File: config.mk
export PLATFORM = sky130hd
export DESIGN_NAME = cam_cmd_issue
export DESIGN_NICKNAME = d
export VERILOG_FILES = /design/src/rtl/cam_cmd_issue.sv
export SDC_FILE = /design/constraint.sdc
export NUM_CORES = 1
export LEC_CHECK = 0
export BUFFER_PORTS_ARGS = -buffer_cell sky130_fd_sc_hd__buf_2
export CORE_ASPECT_RATIO = 1.75
export CORE_UTILIZATION = 58
export DETAILED_ROUTE_END_ITERATION = 10
export GPL_TIMING_DRIVEN = 0
export PLACE_DENSITY = 0.9
export REMOVE_ABC_BUFFERS = 1
export SLEW_MARGIN = 40
export SYNTH_ARGS = -nofsm -noshare
export SYNTH_HDL_FRONTEND = slang
export SYNTH_SLANG_ARGS = --single-unit
export TNS_END_PERCENT = 20
File: constraint.sdc
create_clock -name clk_i -period 4.6 [get_ports clk_i]
set_input_delay 0.46 -clock clk_i [delete_from_list [all_inputs] [get_ports clk_i]]
set_output_delay 0.46 -clock clk_i [all_outputs]
set_load 0.01 [all_outputs]
File: src/rtl/cam_cmd_issue.sv
`timescale 1ns/1ps
// Command buffer and issue stage for a CAM: in-order FIFO, one strobe per command.
// Optional macro CAM_CMD_BYPASS_EN lets a command skip an empty FIFO straight into the issue stage.
module cam_cmd_issue #(
    parameter int DATA_WIDTH = 32,
    parameter int ADDR_WIDTH = 5,
    parameter int FIFO_DEPTH = 4
) (
    input  logic                          clk_i,
    input  logic                          reset_i,
    input  logic                          cmd_valid_i,
    output logic                          cmd_ready_o,
    input  logic [1:0]                    cmd_op_i,
    input  logic [ADDR_WIDTH-1:0]         cmd_index_i,
    input  logic [DATA_WIDTH-1:0]         cmd_data_i,
    input  logic                          hold_i,
    output logic                          read_o,
    output logic [ADDR_WIDTH-1:0]         read_index_o,
    output logic                          write_o,
    output logic [ADDR_WIDTH-1:0]         write_index_o,
    output logic [DATA_WIDTH-1:0]         write_data_o,
    output logic                          search_o,
    output logic [DATA_WIDTH-1:0]         search_data_o,
    output logic [$clog2(FIFO_DEPTH):0]   count_o,
    output logic                          illegal_o
);
    localparam int PTR_W = $clog2(FIFO_DEPTH);
    localparam logic [1:0]       OP_NOP     = 2'b00;
    localparam logic [1:0]       OP_READ    = 2'b01;
    localparam logic [1:0]       OP_WRITE   = 2'b10;
    localparam logic [1:0]       OP_SEARCH  = 2'b11;
    localparam logic [PTR_W-1:0] PTR_ZERO   = PTR_W'(1'b0);
    localparam logic [PTR_W-1:0] PTR_ONE    = PTR_W'(1'b1);
    localparam logic [PTR_W:0]   COUNT_ZERO = (PTR_W+1)'(1'b0);
    localparam logic [PTR_W:0]   COUNT_ONE  = (PTR_W+1)'(1'b1);
    localparam logic [PTR_W:0]   COUNT_FULL = (PTR_W+1)'(FIFO_DEPTH);

    logic [1:0]            op_mem_r    [FIFO_DEPTH];
    logic [ADDR_WIDTH-1:0] index_mem_r [FIFO_DEPTH];
    logic [DATA_WIDTH-1:0] data_mem_r  [FIFO_DEPTH];

    logic [PTR_W-1:0]      wr_ptr_r;
    logic [PTR_W-1:0]      rd_ptr_r;
    logic [PTR_W:0]        count_r;

    logic                  iss_valid_r;
    logic [1:0]            iss_op_r;
    logic [ADDR_WIDTH-1:0] iss_index_r;
    logic [DATA_WIDTH-1:0] iss_data_r;

    logic accept_s;
    logic legal_s;
    logic pop_s;
    logic push_s;
    logic bypass_s;

    // Ready depends on occupancy alone so upstream never sees a valid->ready loop.
    assign cmd_ready_o = (count_r < COUNT_FULL);
    assign count_o     = count_r;

    // Handshake decode: accept, push, pop and optional bypass decisions.
    always_comb begin
        accept_s = cmd_valid_i & cmd_ready_o;
        legal_s  = accept_s & (cmd_op_i != OP_NOP);
        pop_s    = (count_r != COUNT_ZERO) & ~hold_i;
`ifdef CAM_CMD_BYPASS_EN
        bypass_s = legal_s & (count_r == COUNT_ZERO) & ~hold_i;
`else
        bypass_s = 1'b0;
`endif
        push_s   = legal_s & ~bypass_s;
    end

    // Command storage; contents are don't-care until a push makes them live.
    always_ff @(posedge clk_i) begin
        if (push_s) begin
            op_mem_r[wr_ptr_r]    <= cmd_op_i;
            index_mem_r[wr_ptr_r] <= cmd_index_i;
            data_mem_r[wr_ptr_r]  <= cmd_data_i;
        end
    end

    // Pointers and occupancy; pointers wrap naturally at FIFO_DEPTH.
    always_ff @(posedge clk_i or posedge reset_i) begin
        if (reset_i) begin
            wr_ptr_r <= PTR_ZERO;
            rd_ptr_r <= PTR_ZERO;
            count_r  <= COUNT_ZERO;
        end else begin
            if (push_s) begin
                wr_ptr_r <= wr_ptr_r + PTR_ONE;
            end
            if (pop_s) begin
                rd_ptr_r <= rd_ptr_r + PTR_ONE;
            end
            case ({push_s, pop_s})
                2'b10:   count_r <= count_r + COUNT_ONE;
                2'b01:   count_r <= count_r - COUNT_ONE;
                default: count_r <= count_r;
            endcase
        end
    end

    // Issue stage: loaded from the FIFO head on a pop, or from the input on bypass.
    always_ff @(posedge clk_i or posedge reset_i) begin
        if (reset_i) begin
            iss_valid_r <= 1'b0;
            iss_op_r    <= OP_NOP;
            iss_index_r <= {ADDR_WIDTH{1'b0}};
            iss_data_r  <= {DATA_WIDTH{1'b0}};
        end else begin
            iss_valid_r <= pop_s | bypass_s;
            if (pop_s) begin
                iss_op_r    <= op_mem_r[rd_ptr_r];
                iss_index_r <= index_mem_r[rd_ptr_r];
                iss_data_r  <= data_mem_r[rd_ptr_r];
            end else if (bypass_s) begin
                iss_op_r    <= cmd_op_i;
                iss_index_r <= cmd_index_i;
                iss_data_r  <= cmd_data_i;
            end
        end
    end

    // Decoder-side strobes; hold is not consulted here, so an issued command always strobes.
    always_ff @(posedge clk_i or posedge reset_i) begin
        if (reset_i) begin
            read_o        <= 1'b0;
            write_o       <= 1'b0;
            search_o      <= 1'b0;
            illegal_o     <= 1'b0;
            read_index_o  <= {ADDR_WIDTH{1'b0}};
            write_index_o <= {ADDR_WIDTH{1'b0}};
            write_data_o  <= {DATA_WIDTH{1'b0}};
            search_data_o <= {DATA_WIDTH{1'b0}};
        end else begin
            read_o    <= 1'b0;
            write_o   <= 1'b0;
            search_o  <= 1'b0;
            illegal_o <= accept_s & (cmd_op_i == OP_NOP);
            if (iss_valid_r) begin
                case (iss_op_r)
                    OP_READ: begin
                        read_o       <= 1'b1;
                        read_index_o <= iss_index_r;
                    end
                    OP_WRITE: begin
                        write_o       <= 1'b1;
                        write_index_o <= iss_index_r;
                        write_data_o  <= iss_data_r;
                    end
                    OP_SEARCH: begin
                        search_o      <= 1'b1;
                        search_data_o <= iss_data_r;
                    end
                    default: begin
                        read_o <= 1'b0;
                    end
                endcase
            end
        end
    end
endmodule

==> results of run 1 <==
layout make-up:
cell class              instances  area share [%]
flip-flops and latches        281           62.97
multi-input cells             181           20.61
repair buffers                138           7.385
clock buffers                  35           5.904
well taps                     231           2.327
inverters                      11          0.3929
clock inverters                 9          0.3627
diodes                          2         0.04030
metal layers:
metal,vias up,global-route usage (%)
met4,0,7.771
met5,-,0
met3,39,2.604
met2,131,39.49
met1,2595,24.42
li1,2181,-
final timing paths:
kind	start	endpoint	slack, ps	cells past startpoint
worst max-delay path	count_o[2]	count_o[1]	2470	7
min in group asynchronous	reset_i	iss_data_r[16]	510	3
worst max register to register	count_o[2]	count_o[1]	2470	7
max in group asynchronous	reset_i	rd_ptr_r[1]	3380	4
worst min register to register	write_index_o[2]	write_index_o[2]	500	1
worst min-delay path	cmd_data_i[2]	data_mem_r[2][2]	160	1
per-stage QoR:
step           worst slack, ps  cells  power, uW
2_1_floorplan            74.99    473       5442
3_3_place_gp             -1336    828       6129
3_5_place_dp              2393    841       6385
4_1_cts                   2466    886       8350
5_1_grt                   2376    888       8655
6_report                  2474    888       8250
cell usage in the layout, fill, tap and decap left out:
cell type	n
sky130_fd_sc_hd__edfxtp_1	156
sky130_fd_sc_hd__buf_2	124
sky130_fd_sc_hd__dfrtp_1	123
sky130_fd_sc_hd__mux2_2	78
sky130_fd_sc_hd__mux4_2	38
sky130_fd_sc_hd__mux2_4	36
sky130_fd_sc_hd__clkbuf_16	25
sky130_fd_sc_hd__inv_1	10
sky130_fd_sc_hd__buf_16	8
sky130_fd_sc_hd__clkbuf_8	7
sky130_fd_sc_hd__ha_1	5
sky130_fd_sc_hd__and2_4	4
sky130_fd_sc_hd__clkinv_2	4
sky130_fd_sc_hd__nor2_1	3
sky130_fd_sc_hd__xor2_1	3
sky130_fd_sc_hd__xnor2_1	3
sky130_fd_sc_hd__clkbuf_1	3
sky130_fd_sc_hd__clkinv_1	3
sky130_fd_sc_hd__diode_2	2
sky130_fd_sc_hd__nor3_1	2
sky130_fd_sc_hd__nand3b_1	2
sky130_fd_sc_hd__buf_4	2
sky130_fd_sc_hd__buf_12	2
sky130_fd_sc_hd__dfrtp_4	2
sky130_fd_sc_hd__nor2_4	1
sky130_fd_sc_hd__nand3_4	1
sky130_fd_sc_hd__nand2b_1	1
sky130_fd_sc_hd__inv_8	1
sky130_fd_sc_hd__nor3b_1	1
sky130_fd_sc_hd__mux2i_1	1
sky130_fd_sc_hd__mux4_1	1
sky130_fd_sc_hd__fa_1	1
sky130_fd_sc_hd__inv_4	1
sky130_fd_sc_hd__clkinvlp_4	1
sky130_fd_sc_hd__dlygate4sd3_1	1
sky130_fd_sc_hd__buf_6	1
power by group through the flow:
stage | Combinational, uW | Clock (uW) | Sequential, uW
after detailed placement | 2460 | 0 | 3930
after global placement | 2190 | 0 | 3940
final | 2430 | 1940 | 3870
after floorplan | 1430 | 0 | 4010
after global routing | 2600 | 2090 | 3960
after CTS | 2480 | 1990 | 3890
registers in the layout, indices dropped and copies added (netlist names):
name and cells:
data_mem_r 128, iss_data_r 32, search_data_o 32, write_data_o 32, index_mem_r 20, op_mem_r 8
iss_index_r 5, read_index_o 5, write_index_o 5, count_o 3, iss_op_r 2, rd_ptr_r 2
wr_ptr_r 2, illegal_o 1, iss_valid_r 1, read_o 1, search_o 1, write_o 1
kinds of logic after synthesis:
group | count (synthesis) | share of synthesized area, %
xor gates and xnor gates | 6 | 0.4996
adders and majority gates | 6 | 0.7849
muxes | 154 | 21.96
DFF | 281 | 74.25
and+or+nand+nor | 15 | 0.7967
buffers and inverters | 31 | 1.701
==> run summary, run 1 <==
The met1 routed wirelength after detailed routing is 6714 um. The synthesized netlist cell count came out at just under 500. The initial cell density of the core is about three fifths. Setup violations remaining at the end of the flow were counted as 0. Relative to the synthesized area, the layout overhead comes to 18.03%. The critical path's largest stage delay came out at about 430 ps.

The count of buffering cells on the critical path with inverters included came out at 2. The initial antenna violation count came out at 2. The peak clock frequency supported by timing came out at about 470 MHz.

The largest net degree at the start of global routing came out at 66. The critical path goes through nand2b_1, nor2_1, inv_1, ha_1, inv_1, fa_1, mux2i_1. The die area came out at about 19000 um2. STA classifies the critical path startpoint as a flop.

The total power per unit cell area came out at between 600 and 700 nW/um2. The run finished with clean final reports. The overall global routing resource usage came out at about a fifth. Of all cell types, the one taking the most synthesized area is sky130_fd_sc_hd__edfxtp_1. The number of buffers inserted during clock tree synthesis is 24. The worst setup path is captured at a flop. 125 I/O pins were placed. The total negative slack for setup checks came out at 0 ps. The largest buffer count on any clock path came out at 3.

The number of buffers inserted for hold repair after clock tree synthesis came out at 1. The clock network latency to the later pin of the worst-skew pair is approximately 510 ps. The final net count came out at roughly 700. The maximum vdd drop is 0.5778 mV.

The area occupied by multi-input gates is approximately 2600 um2. The area taken by flip-flops and latches is just under 8000 um2. The final worst clock skew came out at approximately 17 ps.

The met2 layer wire length in the routed design is between 10000 and 15000 um. Wire segments on met3 add up to ~700 um in the final route. For the pin with the worst max-slew slack, the measured transition is 588.0 ps. The first global-routing pass estimated roughly 30000 um of wire. In this run the tightest slew margin relative to its limit is 60.80%.

The depth of the CTS H-tree came out at 1. Sequential cells account for between 40 and 50% of the total power. The number of buffers inserted by post-CTS setup repair is 0. On the critical path, the stage with the largest delay is an instance of sky130_fd_sc_hd__fa_1. Among all flip-flop cells after synthesis, the most frequent one is sky130_fd_sc_hd__edfxtp_1. Counting flops with an async set or reset pin after synthesis yields a share of roughly 44%. The floorplan has 64 rows. The number of unique standard cell types used by synthesis came out at 24. The total iterations of the first detailed-routing run came out at 4.

The final cycle utilization of the critical path is around 46%. The cell family contributing the most delay on the critical path is adder cells. The post-DP HPWL is roughly 13000 um. The library cell appearing most often on the critical path is sky130_fd_sc_hd__inv_1. The layout has 1077 filler cells. The smallest clock period supported by the final layout is computed as between 2000 and 2500 ps.

After synthesis, the most frequently instantiated cells are 156 x sky130_fd_sc_hd__edfxtp_1, 125 x sky130_fd_sc_hd__dfrtp_1, 78 x sky130_fd_sc_hd__mux2_2, 38 x sky130_fd_sc_hd__mux4_2, 36 x sky130_fd_sc_hd__mux2_4. The number of instances resized during post-cts repair came out at 0. The static leakage came out at 0.004976 uW.

Of the total power, combinational logic draws about 30%. The worst hold slack came out at roughly 160 ps. The total core area came out at around 18000 um2.

In the post-synthesis netlist, the biggest area contributors are sky130_fd_sc_hd__edfxtp_1 45%, sky130_fd_sc_hd__dfrtp_1 30%, sky130_fd_sc_hd__mux2_2 8.3%. The synthesis warning total came out at 0. The number of buffer cells added on primary ports came out at between 100 and 150.

The detail route stage leaves a number of antenna-violating nets equal to 0. The arrival time of the worst setup path is between 2000 and 3000 ps. The largest driver fanout on the critical path came out at 7. The die boundary width came out at approximately 100 um. In this run the biggest area consumer among cell types represents between 40% and 50% of the synthesized area. The internal power of the cells totals ~5900 uW. The worst hold path belongs to the class in2reg. Setup repair after global routing left no endpoint under its margin. Data on the critical path is required at its endpoint by approximately 5000 ps.

In this run the vertical extent of the chip is ~180 um. The final wirelength is approximately 19000 um. The final-report hold violation count is 0.

TritonCTS built the clock tree. The clock share of power is about a quarter. The top metal layer carrying routed signals is met4.

The via count of the first global-routing pass was between 5000 and 6000. Counting flops and latches in the post-synthesis netlist gives 281. The most frequently used cell type in the post-synthesis netlist is sky130_fd_sc_hd__edfxtp_1. After detailed routing, the number of vias per cell comes to about 5.6. Once placement finished, the instance area stood at ~12000 um2. The worst setup path category is reg2reg. The detailed-route via count is around 4900.

The sink count of the clock tree is around 280. A synthesized cell averages 21.34 um2. Counting flops with a built-in enable in the synthesized netlist gives approximately 160.

The switching portion of total power came out at between 20% and 30%. The max-slew violation count came out at 0. The cell sitting at the root of the clock tree is a sky130_fd_sc_hd__clkbuf_16. The part of the Yosys area used for sequential elements came out at 74.25%.

The total overflow left after global routing is 0. The first routing iteration left between 150 and 200 violations. The netlist area before placement is ~11000 um2.

For this run, the share of the core covered by cells in the final layout is 70.49%. For this run, design rule violations remaining after detail routing come to 0. The routed length per instance is 21.05 um.

Across the run, the number of max-cap violations was 0. The clock transition time at the flip-flop clock pins of the worst setup and hold paths came out at about 70 ps. The fraction of final layout cells with drive strength greater than 1 is between 50% and 60%.

The final design instance area without fill is about 12000 um2. In this run the power spent charging and discharging nets is roughly 2300 uW. Routability-driven placement finished with a final weighted congestion of about 0.73.
(Power assumes the default switching activity.)
==> run 2: changes to the inputs <==
--- a/config.mk
+++ b/config.mk
@@ -7,10 +7,10 @@
 export LEC_CHECK = 0
 export BUFFER_PORTS_ARGS = -buffer_cell sky130_fd_sc_hd__buf_2
 export CORE_ASPECT_RATIO = 1.75
-export CORE_UTILIZATION = 58
+export CORE_UTILIZATION = 52
 export DETAILED_ROUTE_END_ITERATION = 10
 export GPL_TIMING_DRIVEN = 0
-export PLACE_DENSITY = 0.9
+export PLACE_DENSITY = 0.86
 export REMOVE_ABC_BUFFERS = 1
 export SLEW_MARGIN = 40
 export SYNTH_ARGS = -nofsm -noshare
==> constraint.sdc (replaced) <==
create_clock -name clk_i -period 1.88 [get_ports clk_i]
set_input_delay 0.188 -clock clk_i [delete_from_list [all_inputs] [get_ports clk_i]]
set_output_delay 0.188 -clock clk_i [all_outputs]
set_load 0.01 [all_outputs]
==> run 2 against run 1 <==
  * Sequential share of layout area shrank 2.6 points
  * Sequential power grew 140%
  * Register-to-register slack worse by 2400 ps
  * Critical path depth decreased by 2
  * Cell count up 6.9%
  * Critical endpoint is now data_mem_r[3][2]
  * Largest cell class unchanged
==> run summary, run 2 (synthesis gave the netlist of run 1 again) <==
The flow ran to the end, and the final reports show no timing, DRC or antenna violations. The final core area utilization came out at about two thirds. The slowest stage of the critical path belongs to the cell sky130_fd_sc_hd__dfrtp_1. The area overhead of the layout relative to synthesis is 23.03%. The routed length per instance is 20.71 um. The die area is 20830 um2.

Across every metal layer, demand over resource in global routing totals 19.64%. The total placed instance area is around 12000 um2. After detailed routing, the number of vias per cell comes to 5.420. Counting both buffers and inverters, the worst setup path holds a total of 2. The final worst clock skew is about 16 ps.

The clock passes through at most 3 buffers. The routed layout has 5144 vias. The sink count of the clock tree came out at about 280. For the worst-skew pair, the clock arrives at the later sink with an insertion delay of between 500 and 600 ps.

The first-pass GRT wire length is between 30000 and 40000 um. During I/O placement, the number of pins put on the boundary was ~130. The final-report hold violation count was 0.

The min-delay analysis places its worst path in the category in2reg. STA classifies the critical path startpoint as a flop. In this run the vertical extent of the chip is roughly 190 um.

The clock transition time at the flip-flop clock pins of the worst setup and hold paths is approximately 70 ps. The worst setup path category is reg2reg. The initial antenna violation count came out at 0.

The fraction of final layout cells with drive strength greater than 1 came out at around half. The placement row count came out at between 60 and 70. The transition at the pin with the smallest max-transition slack is 594.0 ps.

The final routed DRC violation total came out at 0. The total inserted antenna cells came out at 0. The via count of the first global-routing pass came out at around 5700. The worst-case IR drop observed on VDD is about 1.1 mV.

The critical path capture point type is a flop. The register ranked first by flip-flop count is data_mem_r. The initial utilization of the core area, before any placement, comes to a little over half. Grouping stages by cell kind, the critical path spends the most delay in simple AND/OR/NAND/NOR gates.

TritonCTS built the clock tree. The register with the most flip-flops in the layout has ~130 of them. The number of buffer cells added on primary ports came out at about 120. The time the final worst path needs with I/O delays and setup came out at 1828 ps.

Of all nets on the critical path, the largest fanout is 26. The total of max-cap violations is 0. The final design instance area without fill is roughly 13000 um2. Measured against its own limit, the worst slew margin works out to 60.40%. In the layout the commonest cells are 156 x sky130_fd_sc_hd__edfxtp_1, 124 x sky130_fd_sc_hd__buf_2, 123 x sky130_fd_sc_hd__dfrtp_1. The number of failing setup endpoints in the final timing report came out at 0. CTS built an H-tree with a depth of 1. For this design the static power due to leakage is between 0.005 and 0.006 uW. Based on the critical path, the design can be clocked at up to approximately 550 MHz. The final cycle utilization of the critical path is 97.22%. Leaving out fill and tap cells, the most frequent cell in the layout is sky130_fd_sc_hd__edfxtp_1. Leaving out filler cells and counting taps, the final layout contains 949. Traced cell by cell, the critical path runs through nand2b_4, nor2_4, buf_4, and2_4, buf_12.

The largest net degree at the start of global routing is 70. The number of buffers inserted during clock tree synthesis came out at 24. The die boundary width came out at 109.5 um.

The routability congestion estimate came out at between 0.7 and 0.8. The arrival time of the worst setup path is 2030 ps. The final net count came out at 735. Power spread over the standard cell area amounts to ~1600 nW/um2. The count of fill cells added during filler insertion came out at approximately 1300. The remaining global-route overflow is 0.

Wires add up to around 20000 um. The first routing iteration left roughly 220 violations. Setup repair after global routing could not meet its margin everywhere. The total iterations of the first detailed-routing run is 4. The total core area is 19740 um2.

The post-DP HPWL is roughly 12000 um. At the worst endpoint, the required time is about 2100 ps. The max-slew violation count came out at 0. The root cell of the clock tree is sky130_fd_sc_hd__clkbuf_16.

The detail route stage leaves a number of antenna-violating nets equal to 0. The critical path's largest stage delay came out at around 420 ps. Across all hold checks on the routed design, the worst slack comes to 46.79 ps. The number of placed instances, taps included, is about 860.
## run 2: changes by cell type in the layout (fill, tap and decap cells not counted), moves of 2 or more
cell                            change
sky130_fd_sc_hd__clkbuf_8           -6
sky130_fd_sc_hd__diode_2            -2
sky130_fd_sc_hd__clkinv_4           +4
sky130_fd_sc_hd__buf_16             -5
sky130_fd_sc_hd__clkbuf_1           -2
sky130_fd_sc_hd__dlygate4sd3_1     +40
sky130_fd_sc_hd__inv_2              +2
sky130_fd_sc_hd__bufinv_16          +3
sky130_fd_sc_hd__inv_1              -2
sky130_fd_sc_hd__buf_8              +5
sky130_fd_sc_hd__buf_4              +6
sky130_fd_sc_hd__buf_12             +2
## run 2: worst register-to-register path, cell delays in order (launching register included)
cell	delay [ps]
sky130_fd_sc_hd__dfrtp_1	420
sky130_fd_sc_hd__nand2b_4	170
sky130_fd_sc_hd__nor2_4	220
sky130_fd_sc_hd__buf_4	150
sky130_fd_sc_hd__and2_4	290
sky130_fd_sc_hd__buf_12	250
## run 2: per-layer routing
| metal | track usage (%) | vias up | part of all wire (%) |
|---|---|---|---|
| li1 | - | 2280 | - |
| met1 | 21.99 | 2690 | 37 |
| met2 | 36.67 | 129 | 57 |
| met3 | 2.706 | 45 | 3.6 |
| met4 | 7.897 | 0 | 2.8 |
| met5 | 0 | - | 0 |
## run 2: worst paths after layout
kind,start,slack (ps),cells after the start,end
min in group asynchronous,reset_i,240,3,write_data_o[11]
worst min-delay path,hold_i,50,3,rd_ptr_r[1]
worst max register to register,count_o[2],50,5,data_mem_r[3][2]
worst max-delay path,count_o[2],50,5,data_mem_r[3][2]
max in group asynchronous,reset_i,930,4,write_data_o[5]
worst min register to register,write_data_o[4],500,1,write_data_o[4]
## run 2: layout make-up
class | count | area, um2 | area share, %
clock buffer | 27 | 643.1 | 4.968
clock inverter | 17 | 180.2 | 1.392
tap | 245 | 306.5 | 2.368
multi-input combinational | 181 | 2595 | 20.05
timing repair buffer | 187 | 1351 | 10.44
inverter | 11 | 48.80 | 0.3770
sequential | 281 | 7820 | 60.41
## run 2: timing repair
action | in CTS | in global routing
gates resized for setup | 2 | 8
cloned | 0 | 0
pin swaps | 0 | 5
hold buffers | 41 | 0
endpoints found under the setup margin | 113 | 40
setup buffers | 4 | 4
hold endpoints to repair | 213 | 0
## run 2: power breakdown
group / leakage, uW / internal, uW / switching [uW]
clock: 0.000400 / 2900 / 2180
sequential: 0.00289 / 8300 / 1050
combinational: 0.00190 / 3620 / 2730
total: 0.00519 / 14800 / 5960
## run 2: metrics by stage
stage          setup TNS [ps]  total power [uW]  setup WS [ps]
2_1_floorplan         -349260             13310          -2645
3_3_place_gp          -726840             14970          -4149
3_5_place_dp           -10180             15600         -169.5
4_1_cts                     0             20890          15.51
5_1_grt                 -1310             21740         -33.79
6_report                    0             20780          52.30
==> run 3: changes to the inputs <==
--- a/config.mk
+++ b/config.mk
@@ -5,12 +5,14 @@
 export SDC_FILE = /design/constraint.sdc
 export NUM_CORES = 1
 export LEC_CHECK = 0
-export BUFFER_PORTS_ARGS = -buffer_cell sky130_fd_sc_hd__buf_2
+export CELL_PAD_IN_SITES_DETAIL_PLACEMENT = 1
+export CELL_PAD_IN_SITES_GLOBAL_PLACEMENT = 1
 export CORE_ASPECT_RATIO = 1.75
-export CORE_UTILIZATION = 52
+export CORE_UTILIZATION = 49
 export DETAILED_ROUTE_END_ITERATION = 10
+export DONT_BUFFER_PORTS = 1
 export GPL_TIMING_DRIVEN = 0
-export PLACE_DENSITY = 0.86
+export PLACE_DENSITY = 0.85
 export REMOVE_ABC_BUFFERS = 1
 export SLEW_MARGIN = 40
 export SYNTH_ARGS = -nofsm -noshare
==> run 3 against run 2 <==
  * The run now ends with negative setup slack left
  * First-iteration DRC count fell by 26%
  * Setup slack got worse by 53 ps
  * Die area rose by 6.0%
  * Register-to-register slack got worse by 50 ps
  * Global-route usage rose by 0.91 points
  * Critical path depth rose by 4
  * Design area fell by 4.6%
  * Sequential power rose by 7%
  * Core utilization fell by 6.6 points
==> run summary, run 3 (synthesis gave the netlist of run 1 again) <==
The flow ran to the end, but the final reports show violations. The final reports fail on negative setup slack. The reg-to-reg setup timing slack came out at -0.3 ps. The global-route track usage on met2 came out at a little under 40%. The depth of the CTS H-tree is 1.

The number of buffer cells added on primary ports came out at 0. After the last flow step, the layout net total stands at just over 600. The number of cells on the worst hold path is 5. The number of design-rule violations left by the first detailed-router iteration is 164.

The power share of the combinational group is between 20% and 30%. The clock network burns between 20% and 30% of the power. STA classifies the critical path startpoint as a flop. The worst setup path is captured at a flop.

The area overhead of the layout relative to synthesis is 17.37%. The required time at the endpoint of the critical path came out at 2310 ps. The die area came out at 22090 um2.

The met1 layer usage reported by global route came out at a little under a quarter. data_mem_r holds more flip-flops than any other register. Summing all placed instances gives a cell area of approximately 11000 um2. The analysis attributes to cell leakage a power of between 0.004 and 0.005 uW.

Of the available clock period, the critical path in the final layout requires 100.0%. The finished cells cover about 12000 um2. The clock tree from TritonCTS is yes. The count of antenna-violating nets left after detailed routing came out at 0. The count of fill cells added during filler insertion came out at approximately 1700.

The relative max-transition margin is a little under three quarters. The final-report hold violation count came out at 0. The die boundary width came out at approximately 110 um. The overall global routing resource usage is 20.55%. The number of cells traversed by the worst register-to-register path is 9. The worst setup path category is reg2reg.

At the pin with the least slew margin, the transition time is 433.6 ps. The worst register-to-register path ends at count_o[2]. The initialized floorplan defines 70 standard-cell rows.

The root cell of the clock tree is sky130_fd_sc_hd__clkbuf_16. The via count of the first global-routing pass came out at approximately 5600. The total iterations of the first detailed-routing run came out at 4. Using the TritonRoute via totals, the vias-per-cell ratio works out to around 5.6. Setup repair after global routing could not meet its margin everywhere. The initial antenna violation count came out at 0. The largest buffer count on any clock path came out at 3. The first-pass GRT wire length is 33410 um.

Traced cell by cell, the critical path runs through nand2b_4, nor2_4, inv_2, ha_4, inv_2, fa_2, xor2_2, nor2_1, xnor2_1. The initial cell density of the core is between 50% and 60%. The overall power after layout came out at 19880 uW.

The worst hold-check path type is in2reg. Routability-driven placement finished with a final weighted congestion of 0.6868. Sequential cells burn roughly half of the power. The critical register-to-register path startpoint is count_o[2]. The sink count of the clock tree came out at roughly 280.

After global routing, the most crowded layer is met2. The worst hold path begins at cmd_valid_i. Pin placement for this block handled 125 I/O pins. The smallest clock period supported by the final layout is computed as around 1900 ps. The routed length per instance is between 20 and 30 um.

In the layout the commonest cells are 156 x sky130_fd_sc_hd__edfxtp_1, 121 x sky130_fd_sc_hd__dfrtp_1, 78 x sky130_fd_sc_hd__mux2_2. Leaving out fill and tap cells, the most frequent cell in the layout is sky130_fd_sc_hd__edfxtp_1. The number of failing setup endpoints in the final timing report came out at 1. From bottom edge to top edge, the die measures around 200 um.

The clock transition time at the flip-flop clock pins of the worst setup and hold paths is ~60 ps. The detailed-route via count came out at roughly 4700. The total inserted antenna cells came out at 0. Clock skew on the completed layout was measured at ~13 ps. The cell internal power dissipation is between 10000 and 15000 uW. The arrival time of the worst setup path is between 2000 and 2500 ps. The worst hold slack came out at roughly 110 ps. The flip-flop count of the largest register after layout is between 100 and 150. The met3 track utilization from global routing is under 10%.

The number of buffers inserted during clock tree synthesis came out at 25. The post-route netlist has approximately 39% of its cells at a drive strength greater than 1. The critical path's largest stage delay came out at 470 ps. On the critical path, the stage with the largest delay is an instance of sky130_fd_sc_hd__dfrtp_2. The max-slew violation count came out at 0. Static timing analysis puts the maximum clock frequency at between 500 and 600 MHz. The total core area came out at between 20000 and 25000 um2.

The largest net degree at the start of global routing is between 70 and 80. The final wirelength came out at ~21000 um. The total power per unit cell area came out at roughly 1600 nW/um2. Among the stages of the critical path, the cell type that occurs most often is sky130_fd_sc_hd__inv_2. The maximum vdd drop came out at 1.127 mV. Net switching is 29.26% of the power.

In the routed design, unresolved DRC markers number 0. The count of buffering cells on the critical path with inverters included is 2. The kind of cell adding the most delay to the critical path is adder cells. The largest driver fanout on the critical path came out at 4. The net switching power came out at around 5800 uW.

The final core area utilization came out at 59.00%. The worst-case setup margin in the final layout is -0.2855 ps. The remaining global-route overflow came out at 0. Detailed placement ended at an HPWL of between 10000 and 15000 um. The total of max-cap violations is 0. The clock network latency to the later pin of the worst-skew pair is between 500 and 600 ps. For hold timing, the worst endpoint is count_o[0].
==> run 3: layer usage <==
layer	part of all wire, %	routed length (um)
met3	3.5	739
met4	2.0	412
met5	0	0
met1	36	7511
met2	59	12460
==> run 3: worst max path at each step <==
stage               startpoint    endpoint  depth (start not counted)
global placement    count_o[0]  count_o[2]                          8
finish              count_o[2]  count_o[2]                          9
detailed placement  count_o[0]  count_o[2]                          8
global route        count_o[2]  count_o[2]                          9
floorplan           count_o[0]  count_o[2]                          8
CTS                 count_o[1]  count_o[2]                          8
==> run 3: final cells by class <==
type	count	area [um2]	share of cell area [%]
Sequential cell	281	7823	63.34
Clock buffer	43	743.2	6.018
Inverter	11	48.80	0.3951
Timing Repair Buffer	64	797.0	6.454
Clock inverter	2	13.76	0.1114
Tap cell	252	315.3	2.553
Multi-Input combinational cell	181	2609	21.12
==> run 3: timing repair <==
item | 4_1_cts | 5_1_grt
pin swaps | 2 | 4
gates resized for setup | 11 | 5
endpoints found under the setup margin | 161 | 108
endpoints found under the hold margin | 284 | 0
setup buffers | 3 | 4
hold buffers | 42 | 0
==> run 3: power groups by stage <==
stage	registers [uW]	logic (uW)	clock network (uW)
2_1_floorplan	9820	3500	0
3_3_place_gp	10300	3920	0
3_5_place_dp	10200	4750	0
4_1_cts	10000	5120	4880
5_1_grt	10200	5550	5110
6_report	10000	5110	4770
==> run 3: worst register-to-register path, stage by stage (launching register included) <==
cell	delay (ps)
sky130_fd_sc_hd__dfrtp_2	470
sky130_fd_sc_hd__nand2b_4	180
sky130_fd_sc_hd__nor2_4	50
sky130_fd_sc_hd__inv_2	80
sky130_fd_sc_hd__ha_4	170
sky130_fd_sc_hd__inv_2	40
sky130_fd_sc_hd__fa_2	360
sky130_fd_sc_hd__xor2_2	160
sky130_fd_sc_hd__nor2_1	120
sky130_fd_sc_hd__xnor2_1	160
==> run 3: per-stage QoR <==
stage                     std cells  TNS (ps)  setup slack, ps
after global routing            834     -2863           -55.10
after CTS                       830         0            6.431
after floorplan                 473   -349260            -2645
after detailed placement        740    -21980           -475.1
final                           834   -0.2855          -0.2855
after global placement          725   -750390            -4166
